**src/rtl/alu_disp_scan.sv**
```systemverilog
// Two-digit multiplexed 7-segment scanner for an ALU result, with blanking and error glyphs.
// Optional error blinking is compiled in with the DISP_BLINK_EN macro.
module alu_disp_scan #(
    parameter int unsigned REFRESH_DIV = 4,
    parameter int unsigned BLINK_DIV   = 16
) (
    input  logic       clk,
    input  logic       rst,
    input  logic       load,
    input  logic [3:0] dec_bin,
    input  logic [3:0] unis_bin,
    input  logic       zero,
    input  logic       error,
    output logic [6:0] seg,
    output logic [1:0] digit_sel,
    output logic       zero_led,
    output logic       err_led,
    output logic [1:0] dbg_state
);

    typedef enum logic [1:0] {
        BLANK = 2'd0,
        UNITS = 2'd1,
        TENS  = 2'd2
    } state_e;

    state_e      state_q, state_d;
    logic [15:0] refresh_q, refresh_d;
    logic [3:0]  dec_q, dec_d;
    logic [3:0]  unis_q, unis_d;
    logic        zero_q, zero_d;
    logic        error_q, error_d;
    logic [6:0]  seg_q, seg_d;
    logic [1:0]  digit_sel_q, digit_sel_d;
    logic        zero_led_q, zero_led_d;
    logic        err_led_q, err_led_d;
    logic        refresh_tc;
    logic        blink_vis;

    function automatic logic [6:0] encode_digit(input logic [3:0] v);
        logic [6:0] s;
        case (v)
            4'd0:    s = 7'h3F;
            4'd1:    s = 7'h06;
            4'd2:    s = 7'h5B;
            4'd3:    s = 7'h4F;
            4'd4:    s = 7'h66;
            4'd5:    s = 7'h6D;
            4'd6:    s = 7'h7D;
            4'd7:    s = 7'h07;
            4'd8:    s = 7'h7F;
            4'd9:    s = 7'h6F;
            default: s = 7'h40;
        endcase
        return s;
    endfunction

    assign refresh_tc = (refresh_q == 16'(REFRESH_DIV - 1));

`ifdef DISP_BLINK_EN
    logic [7:0] blink_cnt_q, blink_cnt_d;
    logic       blink_ph_q, blink_ph_d;

    // The blink counter ticks once per full scan period, at the TENS->UNITS handover.
    always_comb begin
        blink_cnt_d = blink_cnt_q;
        blink_ph_d  = blink_ph_q;
        if (state_q == TENS && refresh_tc) begin
            if (blink_cnt_q == 8'(BLINK_DIV - 1)) begin
                blink_cnt_d = 8'd0;
                blink_ph_d  = ~blink_ph_q;
            end else begin
                blink_cnt_d = blink_cnt_q + 8'd1;
            end
        end
    end

    always_ff @(posedge clk) begin
        if (rst) begin
            blink_cnt_q <= 8'd0;
            blink_ph_q  <= 1'b1;
        end else begin
            blink_cnt_q <= blink_cnt_d;
            blink_ph_q  <= blink_ph_d;
        end
    end

    assign blink_vis = blink_ph_q;
`else
    assign blink_vis = 1'b1;
`endif

    always_comb begin
        state_d   = state_q;
        refresh_d = refresh_q;
        dec_d     = dec_q;
        unis_d    = unis_q;
        zero_d    = zero_q;
        error_d   = error_q;
        if (load) begin
            dec_d   = dec_bin;
            unis_d  = unis_bin;
            zero_d  = zero;
            error_d = error;
        end
        case (state_q)
            UNITS, TENS: begin
                if (refresh_tc) begin
                    refresh_d = 16'd0;
                    state_d   = (state_q == UNITS) ? TENS : UNITS;
                end else begin
                    refresh_d = refresh_q + 16'd1;
                end
            end
            default: begin
                if (load) begin
                    state_d   = UNITS;
                    refresh_d = 16'd0;
                end
            end
        endcase
    end

    // Output registers follow the current state and holding registers, so they lag them by one clock.
    always_comb begin
        seg_d       = 7'h00;
        digit_sel_d = 2'b00;
        zero_led_d  = 1'b0;
        err_led_d   = 1'b0;
        if (state_q == UNITS || state_q == TENS) begin
            zero_led_d  = zero_q;
            err_led_d   = error_q & blink_vis;
            digit_sel_d = (state_q == UNITS) ? 2'b01 : 2'b10;
            if (error_q) begin
                seg_d = blink_vis ? ((state_q == UNITS) ? 7'h50 : 7'h79) : 7'h00;
            end else if (state_q == UNITS) begin
                seg_d = encode_digit(unis_q);
            end else begin
                seg_d = (dec_q == 4'd0) ? 7'h00 : encode_digit(dec_q);
            end
        end
    end

    always_ff @(posedge clk) begin
        if (rst) begin
            state_q     <= BLANK;
            refresh_q   <= 16'd0;
            dec_q       <= 4'd0;
            unis_q      <= 4'd0;
            zero_q      <= 1'b0;
            error_q     <= 1'b0;
            seg_q       <= 7'h00;
            digit_sel_q <= 2'b00;
            zero_led_q  <= 1'b0;
            err_led_q   <= 1'b0;
        end else begin
            state_q     <= state_d;
            refresh_q   <= refresh_d;
            dec_q       <= dec_d;
            unis_q      <= unis_d;
            zero_q      <= zero_d;
            error_q     <= error_d;
            seg_q       <= seg_d;
            digit_sel_q <= digit_sel_d;
            zero_led_q  <= zero_led_d;
            err_led_q   <= err_led_d;
        end
    end

    assign seg       = seg_q;
    assign digit_sel = digit_sel_q;
    assign zero_led  = zero_led_q;
    assign err_led   = err_led_q;
    assign dbg_state = state_q;

endmodule

```
**config.mk**
```make
export PLATFORM = sky130hd
export DESIGN_NAME = alu_disp_scan
export DESIGN_NICKNAME = d
export VERILOG_FILES = /design/src/rtl/alu_disp_scan.sv
export SDC_FILE = /design/constraint.sdc
export NUM_CORES = 1
export LEC_CHECK = 0
export ABC_CLOCK_PERIOD_IN_PS = 1930
export CELL_PAD_IN_SITES_DETAIL_PLACEMENT = 1
export CELL_PAD_IN_SITES_GLOBAL_PLACEMENT = 1
export CORE_MARGIN = 3
export CORE_UTILIZATION = 39
export DETAILED_ROUTE_END_ITERATION = 8
export PLACE_DENSITY = 0.76
export SETUP_SLACK_MARGIN = 0.4
export SYNTH_ARGS = -nofsm -noshare
export SYNTH_HDL_FRONTEND = slang
export SYNTH_SLANG_ARGS = --single-unit
```
**constraint.sdc**
```tcl
create_clock -name clk -period 1.93 [get_ports clk]
set_input_delay 0.386 -clock clk [delete_from_list [all_inputs] [get_ports clk]]
set_output_delay 0.386 -clock clk [all_outputs]
set_load 0.02 [all_outputs]
```
==> key figures, run 1 <==
Synthesis
  – Syn avg cell area: 9.14 sq um
  – Syn Inst Count: 268
  – EDFF count, synth: 0
  – Post-Synth Adder-Cell Area: 7.66%
  – Simple-gate portion of the synthesized area: 19.5%
  – Unique masters post-synth: 46
  – Mapped Area: 0.00245 sq mm
  – Largest family of logic cells by synthesized area: simple AND/OR/NAND/NOR gates
  – Xor/xnor share of the synthesized area: 0.358%
  – Top FF cell, synth: dfxtp_1
  – Register area share after synthesis: 43.3%
  – YS warnings: 0
  – Net count after synthesis: 296
  – Synth async-reset ratio: 0%
  – Flop and latch count out of synthesis: 53
  – Synth Area in Compound Gates: 17.1%
  – Mux share of post-synthesis cell area: 7.92%

Critical path
  – Worst Setup SP: dbg_state[1]
  – Worst endpoint required time: 2.16 ns
  – Worst R2R Start: dbg_state[1]
  – Max FO, Critical Path: 6
  – Critical path class: flop to flop
  – Reg2reg end: refresh_q[2]
  – R2R Setup Slk: 0.19 ns
  – R2R cell count: 7
  – CP Launch Type: flop
  – WP data arrival: 1.97 ns
  – CP endpoint kind: flop

Worst hold path
  – Worst Hold Endpoint: seg[6]
  – Hold WC Path Type: flop to flop
  – Hold Crit Depth: 2

STA
  – Fin crit share: 90.0%
  – Final hold violations: 0
  – Worst hold slack: 0.477 ns
  – Setup TNS: 0 ns
  – RSZ-0062 raised after global routing: yes
  – Fin crit period: 1.74 ns
  – Final setup violation count: 0
  – Fmax: 576 MHz
  – Worst Tran Pin Value: 0.497 ns
  – Worst relative slew slack: 66.7%
  – Clock Skews: 0.00677 ns
  – Fin. max-slew vios: 0

Layout
  – Area of the multi-input gates: 0.00170 sq mm
  – Post-Layout Inst Area: 0.00383 sq mm
  – Layout cells sized above 1: 43.6%
  – Number of diodes: 0
  – Layout Utilization: 64.0%
  – Nets: 385
  – FF/Latch Area: 0.00111 sq mm
  – Area Overhead vs Synth: 56.6%
  – Fillcell total: 642

CTS
  – H-tree Lvls: 2
  – CTS tree: yes
  – Cts bufs inserted: 5
  – Clock transition at path regs: 0.10 ns
  – Post-CTS Hold Buffers: 0
  – Clk root buf: clkbuf_8
  – Clk_lat worst skew: 0.32 ns
  – Clock Sinks: 53
  – CTS Buffer Depth: 2

Power and ir drop
  – P_leak: 1.58 nW
  – Power Density: 726 mW/mm^2
  – Pwr Total: 0.00278 W
  – Logic pwr share: 31.2%
  – Internal power: 0.00188 W
  – Sequential Power Share: 43.8%
  – Clock Power Share: 25.0%
  – Worst vdd ir: 0.473 mV
  – Sw Share: 32.5%
  – Net Switching: 0.000905 W

Status
  – Status: finished clean

Floorplan
  – Initial Util: 40.9%
  – I/O pins: 26
  – Die H: 85.2 um
  – Horiz. Die Dim: 85.2 um
  – Die ar.: 0.00727 sq mm
  – Core area: 0.00599 sq mm
  – Row cnt: 28

Route
  – Final ANT Viol Nets: 0
  – WL final: 9.69 mm
  – Vias per cell: 5.70
  – Detailed router's first-iteration violation count: 125
  – WL per Instance: 22.4 um
  – DRC violation count after routing: 0
  – Routed via count: 2467
  – Initial DRT Pass Iterations: 4

Global routing
  – Congestion Overflow GR: 0
  – First-pass GRT wire length: 12.6 mm
  – Vias in the first global route: 2466
  – Largest net degree at the start of global routing: 17
  – Total track usage: 21.9%
  – Initial antenna violation count: 0

Run
  – Max Cap Viol: 0

Placement
  – Cell Area, Placed: 0.00319 sq mm
  – Detailed Place HPWL: 4.89 mm
  – Routability Congestion: 0.792
  – Port buffer count: 25
[per-layer routing]
| metal | up-vias | track usage [%] | wire (um) |
|---|---|---|---|
| met3 | 19 | 3.11 | 394 |
| met2 | 79 | 36.5 | 4800 |
| met1 | 1215 | 29.4 | 4270 |
| met5 | - | 0 | 0 |
| met4 | 0 | 6.62 | 227 |
| li1 | 1154 | - | - |
[worst max path at each step]
stage,endpoint,slack [ns],cells past startpoint
floorplan,refresh_q[10],0.20,8
global placement,flop,-0.13,8
detailed placement,flop,-0.17,7
CTS,refresh_q[15],0.25,4
global route,refresh_q[5],0.13,6
finish,refresh_q[2],0.19,7
[per-stage QoR]
step	setup slack [ns]	std cells
final	0.193	433
after global routing	0.131	433
after CTS	0.254	414
after detailed placement	-0.174	397
after global placement	-0.127	397
after floorplan	0.204	268
[cell families (layout without fill, tap and decap cells)]
family | after synthesis | after routing
buf+inv | 25 | 115
xor+xnor | 1 | 1
simple gates | 86 | 86
compound gates | 69 | 69
flops | 53 | 53
fa+ha+maj | 15 | 15
mux | 19 | 19
[Yosys cell counts (2+ instances only)]
master     instances  area share [%]
a21o_1             2            0.61
or2_2              3            0.77
nand4_1            4             1.0
and3b_1            2            0.72
nand2_1           11             1.7
and4_1             2            0.72
clkbuf_1          11             1.7
dfxtp_1           53              43
nor2b_1            4             1.0
a22oi_1            2            0.61
a211oi_1           2            0.61
nor2_2             2            0.51
a2bb2oi_1          3             1.1
or4_1              2            0.61
nand3_1            9             1.8
nor3_1             6             1.2
a21oi_1           27             5.5
ha_1              15             7.7
nand2b_1           4             1.0
a31oi_1            9             2.3
mux2i_1           16             6.5
nor2_1            20             3.1
and2_1             3            0.77
nor4_1             3            0.77
o22ai_1            8             2.0
inv_1             11             1.7
o21ai_0            8             1.6
nand3b_1           4             1.2
mux2_2             3             1.4
a41oi_1            3             1.1
[cells in the final DEF (no fill, tap or decap), types with 3 or more instances in the layout]
cell,count
buf_4,63
dfxtp_1,39
a21oi_1,22
nor2_1,17
dlygate4sd2_1,15
mux2i_1,12
nand2_1,11
dfxtp_4,11
nand3_1,8
ha_1,8
buf_6,8
clkdlybuf4s50_1,8
a31oi_1,7
inv_1,6
ha_4,6
clkbuf_8,6
inv_2,4
o22ai_1,4
o21ai_2,4
nand4_1,4
a21oi_2,4
nand3b_1,4
mux2i_2,3
or2_4,3
nor2_4,3
o21ai_0,3
o22ai_2,3
and2_1,3
nor2b_1,3
nor3_1,3
nand2b_1,3
a2bb2oi_1,3
dfxtp_2,3
[critical path, cell delays in order, from the launching register on]
cell and delay, ns:
dfxtp_4 0.37, inv_4 0.04, ha_4 0.24, or2_4 0.28
a41oi_4 0.28, buf_6 0.19, nand2b_1 0.08, a31oi_1 0.18
[final cells by class]
type / count / area share (%)
well taps: 75 / 2.45
clock inverters: 2 / 0.359
flip-flops and latches: 53 / 28.9
inverters: 11 / 1.14
clock buffers: 6 / 2.15
multi-input cells: 190 / 44.3
repair buffers: 96 / 20.8
[power groups by stage]
| stage | registers [W] | clock network [W] | logic [W] |
|---|---|---|---|
| 2_1_floorplan | 0.00127 | 0 | 0.000373 |
| 3_3_place_gp | 0.00124 | 0 | 0.000628 |
| 3_5_place_dp | 0.00125 | 0 | 0.000654 |
| 4_1_cts | 0.00122 | 0.000674 | 0.000695 |
| 5_1_grt | 0.00123 | 0.000736 | 0.000925 |
| 6_report | 0.00122 | 0.000695 | 0.000869 |
[timing repair]
action,CTS,global route
pin swaps,10,28
setup buffers,9,17
gates cloned,0,2
setup endpoints to repair,47,33
resized for setup,63,41
Note: power is estimated with default switching activity, not from simulation.
==> inputs of run 2 (changes only) <==
Settings changed: ABC_CLOCK_PERIOD_IN_PS 1930 to 1750, CORE_UTILIZATION 39 to 43, PLACE_DENSITY 0.76 to 0.79.
Clock period 1.93 ns to 1.75 ns, I/O delays scaled along.
==> run 2 against run 1 <==
Compared with the run above: the flow now stops in global routing; synthesized cell count is the same; synthesized area stayed put.
==> key figures, run 2 <==
CTS
  – Clock Sinks: 53
  – H-tree Lvls: 2
  – Cts bufs inserted: 5
  – Post-CTS Hold Buffers: 0
  – CTS Buffer Depth: 2
  – Clk root buf: clkbuf_8

Synthesis
  – Net count after synthesis: 296
  – YS warnings: 0
  – Top post-synthesis cells by count: 53 x dfxtp_1, 27 x a21oi_1, 20 x nor2_1
  – EDFF count, synth: 0
  – Cell with the most instances after synthesis: dfxtp_1
  – Top FF cell, synth: dfxtp_1
  – Unique masters post-synth: 46
  – Syn Inst Count: 268
  – Ranking of synthesized cells by area: dfxtp_1 43%, ha_1 7.7%, mux2i_1 6.5%
  – Syn avg cell area: 9.14 sq um
  – Flop and latch count out of synthesis: 53
  – Register area share after synthesis: 43.3%
  – Top-area cell type share of the netlist area: 43.3%
  – Mapped Area: 0.00245 sq mm
  – Post-synth top area cell: dfxtp_1
  – Synth async-reset ratio: 0%

STA
  – Worst EP kind: sequential cell input
  – Worst Endpoint after GRT Repair: dbg_state[0]$_SDFFE_PP0P_/D

Floorplan
  – Row cnt: 26
  – I/O pins: 26
  – Die H: 81.5 um
  – Horiz. Die Dim: 81.5 um
  – Initial Util: 46.2%

Status
  – Status: aborted with a tool error
  – Stop stage: global routing
  – First error: [ERROR DPL-0033] detailed placement checks failed during check placement.

Placement
  – Detailed Place HPWL: 5.38 mm
  – Port buffer count: 25
  – Routability Congestion: 0.862

Global routing
  – Largest net degree at the start of global routing: 22
  – Initial antenna violation count: 1
-- run 2: logic make-up after synthesis --
kind of cell	Yosys count	synth area share, %
buffers and inverters	25	4.09
xor gates and xnor gates	1	0.358
muxes	19	7.92
AOI/OAI and AO/OA	69	17.1
and+or+nand+nor	86	19.5
adders and majority gates	15	7.66
DFF	53	43.3
-- run 2: per-stage QoR --
stage,area [sq um],instances,hold slack [ns],setup slack (ns)
2_1_floorplan,2690,268,0.429,0.0247
3_3_place_gp,3290,398,0.454,-0.309
3_5_place_dp,3290,398,0.472,-0.400
4_1_cts,3770,433,0.486,0.0658
-- run 2: what timing repair did --
action                     CTS
resized for setup           70
buffers inserted            27
pin swaps                   22
setup endpoints to repair   56
==> inputs of run 3 (changes only) <==
Settings changed: CELL_PAD_IN_SITES_DETAIL_PLACEMENT 1 to not set, CELL_PAD_IN_SITES_GLOBAL_PLACEMENT 1 to not set, CORE_UTILIZATION 43 to 40, PLACE_DENSITY 0.79 to not set, PLACE_DENSITY_LB_ADDON set to 0.15, SETUP_SLACK_MARGIN 0.4 to not set.
==> run 3 against run 2 <==
Compared with the run above: the flow now finishes without violations.
==> key figures, run 3 (synthesis gave the netlist of run 1 again) <==
Critical path
  – Crit path buf inv count: 1
  – Worst path max stage delay: 0.53 ns
  – WP data arrival: 1.94 ns
  – CP Launch Type: flop
  – Worst R2R Start: refresh_q[0]
  – CP endpoint kind: flop
  – Cell Chain, Critical Path: buf_4, nand4_1, or4_1, or3b_1, a31oi_1
  – Worst endpoint required time: 1.98 ns
  – Delay-heaviest family, CP: simple AND/OR/NAND/NOR gates
  – Max FO, Critical Path: 4
  – Critical-path top delay cell: or4_1
  – Critical path class: flop to flop
  – Worst Setup SP: refresh_q[0]

CTS
  – CTS tree: yes
  – H-tree Lvls: 2
  – CTS Buffer Depth: 2
  – Clock Sinks: 53
  – Clock transition at path regs: 0.09 ns
  – Clk_lat worst skew: 0.30 ns
  – Post-CTS Hold Buffers: 0
  – Cts bufs inserted: 5
  – Clk root buf: clkbuf_8
  – Post-CTS setup buffers: 0

Floorplan
  – Horiz. Die Dim: 84.2 um
  – Die H: 84.2 um
  – Die ar.: 0.00710 sq mm
  – Initial Util: 42.9%
  – Row cnt: 27
  – I/O pins: 26
  – Core area: 0.00571 sq mm

STA
  – Worst Tran Pin Value: 0.481 ns
  – Final hold violations: 0
  – Final setup violation count: 0
  – Fin crit period: 1.71 ns
  – Setup TNS: 0 ns
  – Clock Skews: 0.00774 ns
  – RSZ-0062 raised after global routing: no
  – Fin crit share: 97.7%
  – Worst setup margin: 0.0407 ns
  – Fmax: 585 MHz
  – Fin. max-slew vios: 0
  – Worst hold slack: 0.474 ns
  – Worst relative slew slack: 67.6%

Placement
  – Port buffer count: 25
  – Routability Congestion: 0.813
  – Cell Area, Placed: 0.00323 sq mm
  – Dpl ws: -0.345 ns
  – Detailed Place HPWL: 4.21 mm

Global routing
  – Total track usage: 15.7%
  – Largest net degree at the start of global routing: 22
  – Congestion Overflow GR: 0
  – Initial antenna violation count: 0
  – Vias in the first global route: 2175
  – First-pass GRT wire length: 9.34 mm

Power and ir drop
  – P_leak: 1.40 nW
  – Worst vdd ir: 0.481 mV
  – Power Density: 816 mW/mm^2

Route
  – Initial DRT Pass Iterations: 4
  – Metal3 WL: 149 um
  – Top sig layer: met4
  – Met2 wire length: 2.86 mm
  – WL per Instance: 13.0 um
  – Wl on met1: 2.36 mm
  – WL final: 5.41 mm
  – DRC violation count after routing: 0
  – Detailed router's first-iteration violation count: 84
  – Final ANT Viol Nets: 0
  – Vias per cell: 5.23
  – Routed via count: 2182

Layout
  – Nets: 373
  – Commonest non-fill, non-tap cell in the layout: buf_4
  – Most frequent cells in the layout: 57 x buf_4, 45 x dfxtp_1, 27 x a21oi_1
  – Number of diodes: 0
  – Layout cells sized above 1: 28.7%
  – Fillcell total: 514
  – Layout Utilization: 59.7%
  – Post-Layout Inst Area: 0.00341 sq mm
  – Area Overhead vs Synth: 39.1%

Status
  – Status: finished clean

Run
  – Max Cap Viol: 0

Worst hold path
  – Hold WC Path Type: flop to flop
==> run 3: power by group <==
group / total [W] / internal (W) / switching, W / leakage [nW]
Sequential: 0.00134 / 0.00130 / 0.0000431 / 0.439
Clock: 0.000692 / 0.000315 / 0.000377 / 0.0443
Combinational: 0.000748 / 0.000398 / 0.000350 / 0.919
==> run 3: path summary, 6_finish.rpt <==
| check | slack (ns) | cells past startpoint | end |
|---|---|---|---|
| min reg2reg | 0.47 | 2 | seg[5] |
| max | 0.04 | 5 | refresh_q[15] |
| min | 0.47 | 2 | seg[5] |
| max reg2reg | 0.04 | 5 | refresh_q[15] |
==> run 3: layout make-up <==
| type | count | area, sq um | share of cell area [%] |
|---|---|---|---|
| Clock buffer | 7 | 86.3 | 2.53 |
| Sequential cell | 53 | 1080 | 31.7 |
| Timing Repair Buffer | 84 | 714 | 21.0 |
| Multi-Input combinational cell | 190 | 1390 | 40.9 |
| Inverter | 11 | 43.8 | 1.29 |
| Tap cell | 72 | 90.1 | 2.65 |
==> run 3: layer usage <==
metal	vias to the layer above	global-route usage, %
met5	-	0
met2	29	29.6
met1	1022	17.5
met4	0	4.68
li1	1126	-
met3	5	3.43
==> run 3: stage by stage <==
stage	power, W	cells
after floorplan	0.00178	268
after global placement	0.00209	410
after detailed placement	0.00210	410
after CTS	0.00279	417
after global routing	0.00293	417
final	0.00278	417
==> run 3: worst reg2reg max path, delay by kind of cell (launching register included) <==
family / cells / cell delay (ns)
AO/OA/AOI/OAI: 1 / 0.15
buffers and inverters: 1 / 0.13
flip-flops: 1 / 0.35
AND/OR/NAND/NOR: 3 / 1.02
==> run 3: what timing repair did <==
action                     CTS  global route
pin swaps                    0             2
gates resized for setup      5            21
setup endpoints to repair   10            19
==> variant (config.mk and constraints of run 3) <==
Build with the macro `DISP_BLINK_EN` defined.
--- a/src/rtl/alu_disp_scan.sv
+++ b/src/rtl/alu_disp_scan.sv
@@ -1,4 +1,6 @@
 // Two-digit multiplexed 7-segment scanner for an ALU result, with blanking and error glyphs.
 // Optional error blinking is compiled in with the DISP_BLINK_EN macro.
+`define DISP_BLINK_EN
+
 module alu_disp_scan #(
     parameter int unsigned REFRESH_DIV = 4,
Formal check against the unedited RTL: same outputs for any inputs over 10 cycles, from zero or initial values and one cycle with rst high; that may be too few to reach the edited logic, so the function may still have changed.
==> variant against run 3 <==
Area after synthesis increased by 14%. Sequential share of layout area decreased by 0.45 points. Largest power group unchanged. Sequential cell count increased by 9. Clock skew increased by 0.0025 ns. Critical path depth increased by 2. The run now ends with setup timing left. Power increased by 65%. Final area increased by 17%. Via count increased by 16%. Wire length increased by 22%. Final cell count increased by 22%. Critical path type unchanged. Maximum frequency decreased by 3.8%. Worst setup slack got worse by 0.067 ns. Clock power increased by 110%.
==> variant: results (changes against run 3) <==
| Metric | Value |
|---|---|
| Status | finished, violations left |
| Failing checks | setup timing |
| DRT iter0 DRCs | 88 (+4.8%) |
| Fill cells | 588 (+14%) |
| Setup-failing EPs final | 1 (+1) |
| Syn_nets | 349 (+18%) |
| Layout cells sized above 1 | 27.88% (-0.81 points) |
| Fin worst setup slack | -0.02676 ns (-0.06744 ns) |
| H-tree levels | 3 (+1) |
| Min-Delay Endpoint | refresh_q[15] |
| WL final | 6.600 mm (+22%) |
| Mux contribution to synthesized area | 4.653% (-3.3 points) |
| GRT met3 Usage | 3.376% (-0.059 points) |
| Compound-Gate Fraction of Synth Area | 15.39% (-1.7 points) |
| First-pass GRT wire length | 10.63 mm (+14%) |
| Number of global-route vias before repair | 2431 (+12%) |
| Drt wl/cell | 12.97 microns (about the same) |
| Seq/Total Area, Yosys | 44.38% (+1.1 points) |
| Hold path cells | 1 (-1) |
| Largest cells by area after synthesis | dfxtp_1 (44%), ha_1 (7.6%), nor2_1 (6.4%), mux2i_1 (4.7%), o21ai_0 (3.2%) |
| Post-Synth Adder-Cell Area | 7.606% (-0.059 points) |
| Cells after DPL | 489 (+19%) |
| Cells after synthesis | 319 (+19%) |
| Sw frac | 30.64% (+2.9 points) |
| Largest net degree at the start of global routing | 14 (-36%) |
| Met2 Use GR | 29.39% (-0.24 points) |
| Leakage | 1.652 nW (+18%) |
| Worst-path maximum fanout | 7 (+3) |
| GRT Overall Usage | 17.35% (+1.6 points) |
| Top post-synthesis cells by count | dfxtp_1 (62), nor2_1 (48), o21ai_0 (18) |
| CTS Buf Count | 9 (+4) |
| WP data arrival | 2.06 ns (+0.12 ns) |
| Worst slew pin tran | 0.5024 ns (+0.02188 ns) |
| Post-synthesis xor/xnor area fraction | 2.506% (+2.1 points) |
| Hpwl dp | 4.833 mm (+15%) |
| Max stage delay on crit path | 0.48 ns (-0.05 ns) |
| GP Congestion | 0.8510 (+4.6%) |
| Metal3 WL | 176 microns (+18%) |
| Cell count of the worst reg-to-reg path | 7 (+2) |
## variant: cell count changes after synthesis, sizes merged, moves of 9 or more
cell | before | now
a21oi | 27 | 14
a22oi | 2 | 11
dfxtp | 53 | 62
nor2 | 22 | 48
o21ai | 8 | 18
## variant: power groups by stage
stage	Clock, mW	Combinational (mW)	Sequential, mW
after floorplan	0	0.779	1.77
after CTS	1.52	1.40	1.66
final	1.48	1.44	1.66
after global routing	1.58	1.59	1.67
after global placement	0	1.38	1.69
after detailed placement	0	1.38	1.69
## variant: logic make-up after synthesis
family,after synthesis
and+or+nand+nor,120
AOI/OAI and AO/OA,69
adders and majority gates,17
DFF,62
muxes,13
xor gates and xnor gates,8
buffers and inverters,30
## variant: through the flow
stage	area (sq um)	setup TNS, ns	worst slack [ns]	utilization [%]	hold WS, ns
2_1_floorplan	2865	0	0.01439	-	0.4291
3_3_place_gp	3637	-4.650	-0.3309	55.38	0.4686
5_1_grt	4000	-1.061	-0.1536	60.91	0.5001
3_5_place_dp	3637	-5.105	-0.3088	55.38	0.4689
6_report	4000	-0.02676	-0.02676	60.91	0.4856
4_1_cts	3904	-0.04268	-0.04268	59.44	0.4864
## variant: what timing repair did
item,in CTS,in global routing
pin swaps,3,3
endpoints found under the setup margin,19,31
gates cloned,0,1
buffers inserted,1,2
resized for setup,3,23
## variant: final cells by class
class | count | area [sq um] | share of cell area (%)
Inverter | 16 | 67.56 | 1.689
Clock inverter | 6 | 91.34 | 2.283
Multi-Input combinational cell | 228 | 1544 | 38.60
Tap cell | 93 | 116.4 | 2.909
Timing Repair Buffer | 94 | 783.3 | 19.58
Clock buffer | 10 | 148.9 | 3.722
Sequential cell | 62 | 1249 | 31.22
